--- config.mk ---
export PLATFORM = sky130hd
export DESIGN_NAME = conv_sequencer
export DESIGN_NICKNAME = d
export VERILOG_FILES = /design/src/rtl/conv_pkg.sv /design/src/rtl/relu_stage.sv /design/src/rtl/conv_sequencer.sv
export SDC_FILE = /design/constraint.sdc
export NUM_CORES = 1
export LEC_CHECK = 0
export CAP_MARGIN = 20
export CORE_MARGIN = 1.5
export CORE_UTILIZATION = 47
export CTS_BUF_LIST = sky130_fd_sc_hd__clkbuf_8
export CTS_CLUSTER_SIZE = 10
export DETAILED_ROUTE_END_ITERATION = 8
export GPL_TIMING_DRIVEN = 0
export HOLD_SLACK_MARGIN = 0.15
export PLACE_DENSITY_LB_ADDON = 0.25
export SETUP_SLACK_MARGIN = 0.4
export SYNTH_ARGS = -nofsm -noshare
export SYNTH_HDL_FRONTEND = slang
export SYNTH_SLANG_ARGS = --single-unit
--- constraint.sdc ---
create_clock -name clk_i -period 4.5 [get_ports clk_i]
set_clock_uncertainty 0.15 [all_clocks]
set_input_delay 1.35 -clock clk_i [delete_from_list [all_inputs] [get_ports clk_i]]
set_output_delay 1.35 -clock clk_i [all_outputs]
set_load 0.03 [all_outputs]
--- src/rtl/conv_pkg.sv ---
// conv_pkg
//   Shared constants and types for the convolution layer: geometry of the
//   feature map and kernel, derived output size, counter widths, the
//   signed fixed-point sample type and the sequencer state encoding.
package conv_pkg;

    localparam int n = 5;
    localparam int k = 3;
    localparam int N = 16;
    localparam int Q = 12;

    localparam int M       = n - k + 1;
    localparam int NUM_ACT = n * n;
    localparam int NUM_OUT = M * M;

    localparam int AW_IN  = $clog2(NUM_ACT);
    localparam int AW_OUT = $clog2(NUM_OUT);

    // DRAIN watchdog: give the convolver generous slack before giving up.
    localparam int WD_LIMIT = 4 * NUM_ACT;

    // The write counter must be able to hold NUM_OUT itself, which can need
    // one bit more than the write address.
    localparam int WR_CW = $clog2(NUM_OUT + 1);
    localparam int WD_CW = $clog2(WD_LIMIT + 1);

    typedef logic signed [N-1:0] fix_t;

    typedef enum logic [2:0] {
        IDLE,
        CLEAR,
        STREAM,
        DRAIN,
        FINISH
    } state_t;

endpackage

--- src/rtl/relu_stage.sv ---
// relu_stage
//   Registered output stage with optional ReLU. A captured result appears
//   one cycle later together with a write-valid strobe; with relu_en set,
//   negative values (sign bit high) are replaced by zero, otherwise the
//   value passes through unchanged.
// Ports:
//   clk, rst        clock, synchronous active-high reset
//   capture         take 'result' this cycle
//   relu_en         clamp negatives to zero
//   result          incoming signed sample
//   wr_valid        registered strobe, high one cycle after capture
//   wr_value        registered (possibly clamped) sample
module relu_stage
    import conv_pkg::*;
(
    input  logic         clk,
    input  logic         rst,
    input  logic         capture,
    input  logic         relu_en,
    input  logic [N-1:0] result,
    output logic         wr_valid,
    output logic [N-1:0] wr_value
);

    fix_t value_q;

    always_ff @(posedge clk) begin
        if (rst) begin
            wr_valid <= 1'b0;
            value_q  <= '0;
        end else begin
            wr_valid <= capture;
            if (capture) begin
                value_q <= (relu_en && result[N-1]) ? '0 : fix_t'(result);
            end
        end
    end

    assign wr_value = value_q;

endmodule

--- src/rtl/conv_sequencer.sv ---
// conv_sequencer
//   Runs one full convolution pass: clears the convolver, streams all n*n
//   activations from the feature-map RAM into it, collects the M*M valid
//   results (optionally ReLU-clamped) into the output map, then pulses done.
//   err_o flags a convolver that finished early, produced surplus results,
//   or never finished.
// Ports:
//   clk_i, rst_i                       clock, synchronous active-high reset
//   start_i, abort_i, relu_en_i        control (start only honoured in IDLE)
//   busy_o, done_o, err_o              status
//   rd_en_o, rd_addr_o, rd_data_i      feature-map read port (1-cycle latency)
//   conv_rst_o, conv_en_o, conv_act_o  convolver drive
//   conv_data_i, conv_val_i, conv_done_i  convolver results
//   wr_en_o, wr_addr_o, wr_data_o      output-map write port
module conv_sequencer
    import conv_pkg::*;
(
    input  logic              clk_i,
    input  logic              rst_i,
    input  logic              start_i,
    input  logic              abort_i,
    input  logic              relu_en_i,
    output logic              busy_o,
    output logic              done_o,
    output logic              err_o,
    output logic              rd_en_o,
    output logic [AW_IN-1:0]  rd_addr_o,
    input  logic [N-1:0]      rd_data_i,
    output logic              conv_rst_o,
    output logic              conv_en_o,
    output logic [N-1:0]      conv_act_o,
    input  logic [N-1:0]      conv_data_i,
    input  logic              conv_val_i,
    input  logic              conv_done_i,
    output logic              wr_en_o,
    output logic [AW_OUT-1:0] wr_addr_o,
    output logic [N-1:0]      wr_data_o
);

    localparam logic [AW_IN-1:0] RD_LAST = AW_IN'(NUM_ACT - 1);
    localparam logic [WR_CW-1:0] WR_FULL = WR_CW'(NUM_OUT);
    localparam logic [WR_CW-1:0] WR_LAST = WR_CW'(NUM_OUT - 1);
    localparam logic [WD_CW-1:0] WD_LAST = WD_CW'(WD_LIMIT - 1);
    localparam logic [WD_CW-1:0] WD_MAX  = WD_CW'(WD_LIMIT);

    state_t state, state_nx;

    logic [AW_IN-1:0]  rd_cnt;
    logic [WR_CW-1:0]  wr_cnt;
    logic [WD_CW-1:0]  wd_cnt;
    logic [AW_OUT-1:0] wr_addr_q;
    logic              act_val;
    logic              relu_q;
    logic              err_q;
    logic              clr_q;
    logic              capture;
    logic              err_set;
    logic              in_pass;
    logic              final_now;
    logic              starting;

    assign in_pass   = (state == STREAM) || (state == DRAIN);
    assign final_now = conv_val_i && (wr_cnt == WR_LAST);
    assign starting  = (state == IDLE) && start_i && !abort_i;

    // Next-state and event decode. A result accepted while the output map is
    // already full is an error; conv_done_i counts as early only if it does
    // not coincide with the last expected result. Abort overrides all of it.
    always_comb begin
        state_nx = state;
        capture  = 1'b0;
        err_set  = 1'b0;

        if (in_pass && conv_val_i) begin
            if (wr_cnt < WR_FULL) begin
                capture = 1'b1;
            end else begin
                err_set = 1'b1;
            end
        end

        if (in_pass && conv_done_i && (wr_cnt < WR_FULL) && !final_now) begin
            err_set = 1'b1;
        end

        case (state)
            IDLE:   if (start_i) state_nx = CLEAR;
            CLEAR:  state_nx = STREAM;
            STREAM: if (rd_cnt == RD_LAST) state_nx = DRAIN;
            DRAIN: begin
                if (wr_cnt == WR_FULL) begin
                    state_nx = FINISH;
                end else if (conv_done_i) begin
                    state_nx = FINISH;
                end else if (wd_cnt == WD_LAST) begin
                    err_set  = 1'b1;
                    state_nx = FINISH;
                end
            end
            FINISH: state_nx = IDLE;
            default: state_nx = IDLE;
        endcase

        if (abort_i) begin
            state_nx = IDLE;
            capture  = 1'b0;
            err_set  = 1'b0;
        end
    end

    // State, counters and sticky flags. clr_q keeps the convolver cleared
    // for the cycle after reset or abort; act_val is the read-data valid
    // that trails rd_en_o by one cycle.
    always_ff @(posedge clk_i) begin
        if (rst_i) begin
            state     <= IDLE;
            rd_cnt    <= '0;
            wr_cnt    <= '0;
            wd_cnt    <= '0;
            wr_addr_q <= '0;
            act_val   <= 1'b0;
            relu_q    <= 1'b0;
            err_q     <= 1'b0;
            clr_q     <= 1'b1;
        end else begin
            state   <= state_nx;
            clr_q   <= abort_i;
            act_val <= rd_en_o && !abort_i;

            if (starting) begin
                relu_q <= relu_en_i;
            end

            if (err_set) begin
                err_q <= 1'b1;
            end else if (starting) begin
                err_q <= 1'b0;
            end

            if (state == CLEAR) begin
                rd_cnt <= '0;
                wr_cnt <= '0;
            end else begin
                if ((state == STREAM) && (rd_cnt != RD_LAST)) begin
                    rd_cnt <= rd_cnt + 1'b1;
                end
                if (capture) begin
                    wr_addr_q <= wr_cnt[AW_OUT-1:0];
                    wr_cnt    <= wr_cnt + 1'b1;
                end
            end

            if (state == DRAIN) begin
                if (wd_cnt != WD_MAX) begin
                    wd_cnt <= wd_cnt + 1'b1;
                end
            end else begin
                wd_cnt <= '0;
            end
        end
    end

    relu_stage u_relu (
        .clk      (clk_i),
        .rst      (rst_i),
        .capture  (capture),
        .relu_en  (relu_q),
        .result   (conv_data_i),
        .wr_valid (wr_en_o),
        .wr_value (wr_data_o)
    );

    assign busy_o     = (state != IDLE);
    assign done_o     = (state == FINISH);
    assign err_o      = err_q;
    assign rd_en_o    = (state == STREAM);
    assign rd_addr_o  = rd_en_o ? rd_cnt : '0;
    assign conv_rst_o = clr_q || (state == CLEAR);
    // After the last real activation, keep the convolver enabled on zeros
    // so its pipeline flushes out the remaining results.
    assign conv_en_o  = act_val || (state == DRAIN);
    assign conv_act_o = act_val ? rd_data_i : '0;
    assign wr_addr_o  = wr_addr_q;

endmodule

# Word-level counts from Yosys, hierarchy flattened
# Index checks and enable logic that the tools add are counted.
[word_totals]
reg_bits = 44
latch_bits = 0
ram_bits = 0
mem_bits_ro = 0
in_bits = 39
out_inout_bits = 48
wordCells = 75
n_memories = 0
[classes]
addsub = 3
multipliers = 0
div = 0
magnitude_cmp = 1
eq_ne = 13
shifts = 0
muxes = 22
n_bitwise = 2
n_reduce_logical = 23
[op_table]
columns = ["cell", "count"]
rows = [
  ["2-to-1 mux 16 bit", 2],
  ["2-to-1 mux 3 bit", 5],
  ["2-to-1 mux 1 bit", 13],
  ["one-hot mux 3 bit (4 select lines)", 1],
  ["logical AND 1 bit", 10],
  ["== test 4 bit (second input constant)", 2],
  ["adder 7 x 1 -> 7 bit (second input constant)", 1],
  ["== test 7 bit (second input constant)", 1],
  ["inequality test 7 bit (second input constant)", 1],
  ["== test 3 x 2 -> 1 bit (second input constant)", 2],
  ["OR reduction 2 bit", 3],
  ["adder 5 x 1 -> 5 bit (second input constant)", 1],
  ["== test 5 bit (second input constant)", 1],
  ["2-to-1 mux 5 bit", 1],
  ["inequality test 5 bit (second input constant)", 1],
  ["adder 4 x 1 -> 4 bit (second input constant)", 1],
  ["less-than comparator 4 bit (second input constant)", 1],
  ["inequality test 4 x 2 -> 1 bit (second input constant)", 1],
  ["== test 3 x 1 -> 1 bit (second input constant)", 1],
  ["== test 3 bit (second input constant)", 1],
  ["zero test 3 bit", 1],
  ["logical OR 1 bit", 3],
  ["AND reduction 3 bit", 1],
  ["nonzero test 3 bit", 1],
  ["6 further kinds", 8],
]

# Logic depth before layout (Yosys ltp)
[logic_depth]
word_depth = 12
depth_mapped = 7
depth_no_buf = 6

# Hierarchy
# Synthesis repeated with hierarchy kept, for this count alone.
[unflattened]
cells_unflattened = 237
hier_area_um2 = 2105.8
[by_module_without_submodules]
columns = ["mod", "instances", "cells_each", "area_each_um2", "seq_area_each_um2"]
rows = [
  ["conv_sequencer", 1, 164, 1445.1, 540.5],
  ["relu_stage", 1, 73, 660.6, 340.3],
]

# Worst setup path after synthesis
# OpenSTA, ideal clock, no wires.
[synth_timing]
path_kind = "input port to output port"
startpoint = "input port rd_data_i[0]"
endpoint = "output port conv_act_o[0]"
arrival_ns = 1.631
required_time_ns = 3.000
slack_ns = 1.369
stages = 1
path_buffers = 0
cell_sequence = "and2_1"
[synth_via]
elab_chain_len = 1
[synth_lines]
columns = ["item", "line", "source"]
rows = [
  ["start, declared", "conv_sequencer.sv:28", "input logic [N-1:0] rd_data_i,"],
  ["2-to-1 mux 16 bit", "conv_sequencer.sv:182", "assign conv_act_o = act_val ? rd_data_i : '0;"],
  ["end, declared", "conv_sequencer.sv:31", "output logic [N-1:0] conv_act_o,"],
]
# Every way passes these cells.

# Worst setup path in the final report
[layout_timing]
startpoint = "input port rd_data_i[8]"
endpoint = "output port conv_act_o[8]"
# Same word-level chain as after synthesis.

==> flow_metrics.env <==
export IMPL_worst_slack_ns=0.667
export IMPL_setup_viol=0
export IMPL_clockBufferDepth=2
export IMPL_hold_viol_final=0
export IMPL_setup_tns_ns=0
export IMPL_postSynth_asyncResetShare=0
export IMPL_synth_edf_count=0
export IMPL_htree_levels=2
export IMPL_p_int_mw=0.628
export IMPL_finalWirelength_microns=5010
export IMPL_p_sw_mw=0.162
export IMPL_post_cts_buffers=0
export IMPL_nets=378
export IMPL_combPwrFrac=0.086
export IMPL_period_needed_ns=3.83
export IMPL_outcome="finished clean"
export IMPL_holdBufCountCts=0
export IMPL_cts_root_buf="clkbuf_8"
export IMPL_grt_pass1_wl_microns=8380
export IMPL_path_max_fanout=1
export IMPL_antenna_found_initial=0
export IMPL_first_global_vias=1870
export IMPL_clock_fmax_mhz=261
export IMPL_netlist_area_sq_um=2060
export IMPL_netSwitchingFraction=0.205
export IMPL_crit_arrival_ns=2.33
export IMPL_ios=87
export IMPL_grt_use_total=0.212
export IMPL_grt_max_degree=14
export IMPL_maxCapViolCount=0
export IMPL_worst_setup_path_type="in -> out"
export IMPL_synth_top_flop_cell="dfxtp_1"
export IMPL_syn_num_nets=285
export IMPL_placementRows=23
export IMPL_synthCells=239
export IMPL_n_fill_cell=328
export IMPL_post_route_period_util=0.852
export IMPL_area_growth_pct=52.4
export IMPL_worstMarginPinSlew_ns=0.433
export IMPL_ant_nets=0
export IMPL_fin_cells=383
export IMPL_antenna_cells=0
export IMPL_die_w_microns=69.2
export IMPL_yosys_warnings=0
export IMPL_place_hpwl_microns=3740
export IMPL_vias=1973
export IMPL_post_place_ws_ns=0.378
export IMPL_max_slew_margin=0.711
export IMPL_worstHoldPathType="reg -> reg"
export IMPL_power_density_nw_per_um2=252
export IMPL_pwr_share_seq=0.498
export IMPL_placed_cells=375
export IMPL_gp_congestion=0.785
export IMPL_cts_tree="yes"
export IMPL_cp_required_ns=3.00
export IMPL_numCtsBuffers=5
export IMPL_first_pass_iters=4
export IMPL_port_buffers=86
export IMPL_ys_seq_area_frac=0.428
export IMPL_vdd_drop_max_mv=0.231
export IMPL_critical_path_startpoint_type="input pin"
export IMPL_overflow=0
export IMPL_drtIter0Drc=137
export IMPL_drc=0
export IMPL_clk_pin_slew_ns=0.08
export IMPL_initial_core_util=0.500
export IMPL_end_kind="primary output"
export IMPL_die_area_sq_um=4790
export IMPL_insertion_delay_ns=0.29
export IMPL_ys_ff_latch=44
export IMPL_drive_above_1_share=0.0781
export IMPL_p_leak_nw=1.41
export IMPL_synth_cell_types=42
export IMPL_wire_per_inst_microns=13.1
export IMPL_clkPwrFrac=0.415
export IMPL_core_sq_um=4120
export IMPL_viasPerCell=5.15
export IMPL_avgSynthCellArea_sq_um=8.62
export IMPL_rsz0062_at_grt="false"
export IMPL_die_y_microns=69.2
export IMPL_cts_sinks=44
export IMPL_slew_violations=0
[cell usage after synthesis, types with 2 or more instances]
master / instances / share of area
mux2i_1: 2 / 0.0097
nor2_1: 16 / 0.029
buf_6: 3 / 0.016
a211oi_1: 2 / 0.0073
xor2_1: 6 / 0.026
buf_2: 7 / 0.017
nor3b_1: 4 / 0.015
nand4_1: 2 / 0.0061
o21ai_0: 2 / 0.0049
xnor2_1: 5 / 0.021
or2_2: 2 / 0.0061
and3_1: 4 / 0.012
nand2_1: 31 / 0.056
and2_1: 22 / 0.067
ha_1: 7 / 0.043
dfxtp_1: 44 / 0.43
clkbuf_1: 3 / 0.0055
nand4b_1: 2 / 0.0085
a21oi_1: 25 / 0.061
o211ai_1: 2 / 0.0073
nand3_1: 19 / 0.046
inv_1: 8 / 0.015
nor3_1: 2 / 0.0049
[cells in the final DEF (no fill, tap or decap), types with 2 or more instances in the layout]
| cell type | synthesis | layout |
|---|---|---|
| clkbuf_1 | 3 | 3 |
| mux2i_1 | 2 | 2 |
| xor2_1 | 6 | 6 |
| nor2_1 | 16 | 16 |
| buf_2 | 7 | 7 |
| and2_1 | 22 | 22 |
| a211oi_1 | 2 | 2 |
| o21ai_0 | 2 | 2 |
| nand4b_1 | 2 | 2 |
| dfxtp_1 | 44 | 44 |
| nand3_1 | 19 | 19 |
| nor3b_1 | 4 | 4 |
| dlygate4sd2_1 | 0 | 3 |
| nand2_1 | 31 | 31 |
| inv_1 | 8 | 8 |
| ha_1 | 7 | 7 |
| a21oi_1 | 25 | 25 |
| clkdlybuf4s50_1 | 0 | 70 |
| xnor2_1 | 5 | 5 |
| nand4_1 | 2 | 2 |
| o211ai_1 | 2 | 2 |
| and3_1 | 4 | 4 |
| nor3_1 | 2 | 2 |
| or2_2 | 2 | 2 |
| buf_6 | 3 | 3 |
| clkbuf_8 | 0 | 7 |
| dlymetal6s2s_1 | 0 | 13 |
[state kept, by name, indices dropped and copies added (netlist names), 3 cells and up]
| register | flops |
|---|---|
| wd_cnt | 7 |
| wr_addr_o | 4 |
| rd_cnt | 5 |
| u_relu.wr_value | 16 |
| wr_cnt | 4 |
| state | 3 |
[metal layers]
metal  track usage  part of all wire  wire [microns]  vias to the layer above
li1              -                 -               -                      990
met1         0.249              0.42            2120                      897
met2         0.359              0.48            2420                       81
met3        0.0770             0.084             420                        5
met4        0.0719             0.011              53                        0
met5             0                 0               0                        -
[stage by stage]
stage | cell area (sq um) | hold WS [ns] | utilization | total power, mW
4_1_cts | 3110 | 0.305 | 0.755 | 0.798
5_1_grt | 3140 | 0.329 | 0.763 | 0.818
3_5_place_dp | 2980 | 0.294 | 0.725 | 0.471
2_1_floorplan | 2060 | 0.321 | - | 0.426
3_3_place_gp | 2980 | 0.287 | 0.725 | 0.470
6_report | 3140 | 0.303 | 0.763 | 0.790
[power groups by stage]
stage | Sequential, mW | Clock (mW) | Combinational [mW]
final | 0.394 | 0.328 | 0.0683
after global routing | 0.394 | 0.350 | 0.0732
after CTS | 0.394 | 0.336 | 0.0685
after detailed placement | 0.403 | 0 | 0.0680
after global placement | 0.403 | 0 | 0.0674
after floorplan | 0.404 | 0 | 0.0217
[what timing repair did]
| action | 4_1_cts | 5_1_grt |
|---|---|---|
| setup endpoints to repair | 3 | 13 |
| pin swaps | 0 | 0 |
| resized for setup | 3 | 13 |
[final cells by class]
type                       count  area, sq um  share of cell area
buffer                        14         87.6              0.0279
clock buffer                   7         96.3              0.0307
clock inverter                 1         30.0             0.00957
inverter                       8         30.0             0.00957
multi-input combinational    173         1060               0.338
sequential                    44          881               0.281
tap                           50         62.6              0.0199
timing repair buffer          86          890               0.283
[worst max-delay path: stages]
cell and delay [ns]:
clkdlybuf4s50_1 0.45, and2_1 0.13, dlygate4sd2_1 0.40
[final timing paths]
kind	startpoint	end	slack, ns	cells past startpoint
max	rd_data_i[8]	conv_act_o[8]	0.67	3
min	u_relu.wr_value[5]	u_relu.wr_value[5]	0.30	2
max reg2reg	wr_cnt[0]	u_relu.wr_value[2]	2.63	7
min reg2reg	u_relu.wr_value[5]	u_relu.wr_value[5]	0.30	2
[cell families after synthesis]
family | after synthesis | synth area share
AOI/OAI and AO/OA | 37 | 0.109
xor gates and xnor gates | 11 | 0.0468
adders and majority gates | 7 | 0.0425
buffers and inverters | 22 | 0.0571
DFF | 44 | 0.428
muxes | 2 | 0.00972
and+or+nand+nor | 116 | 0.307
Note: power is estimated with default switching activity, not from simulation.
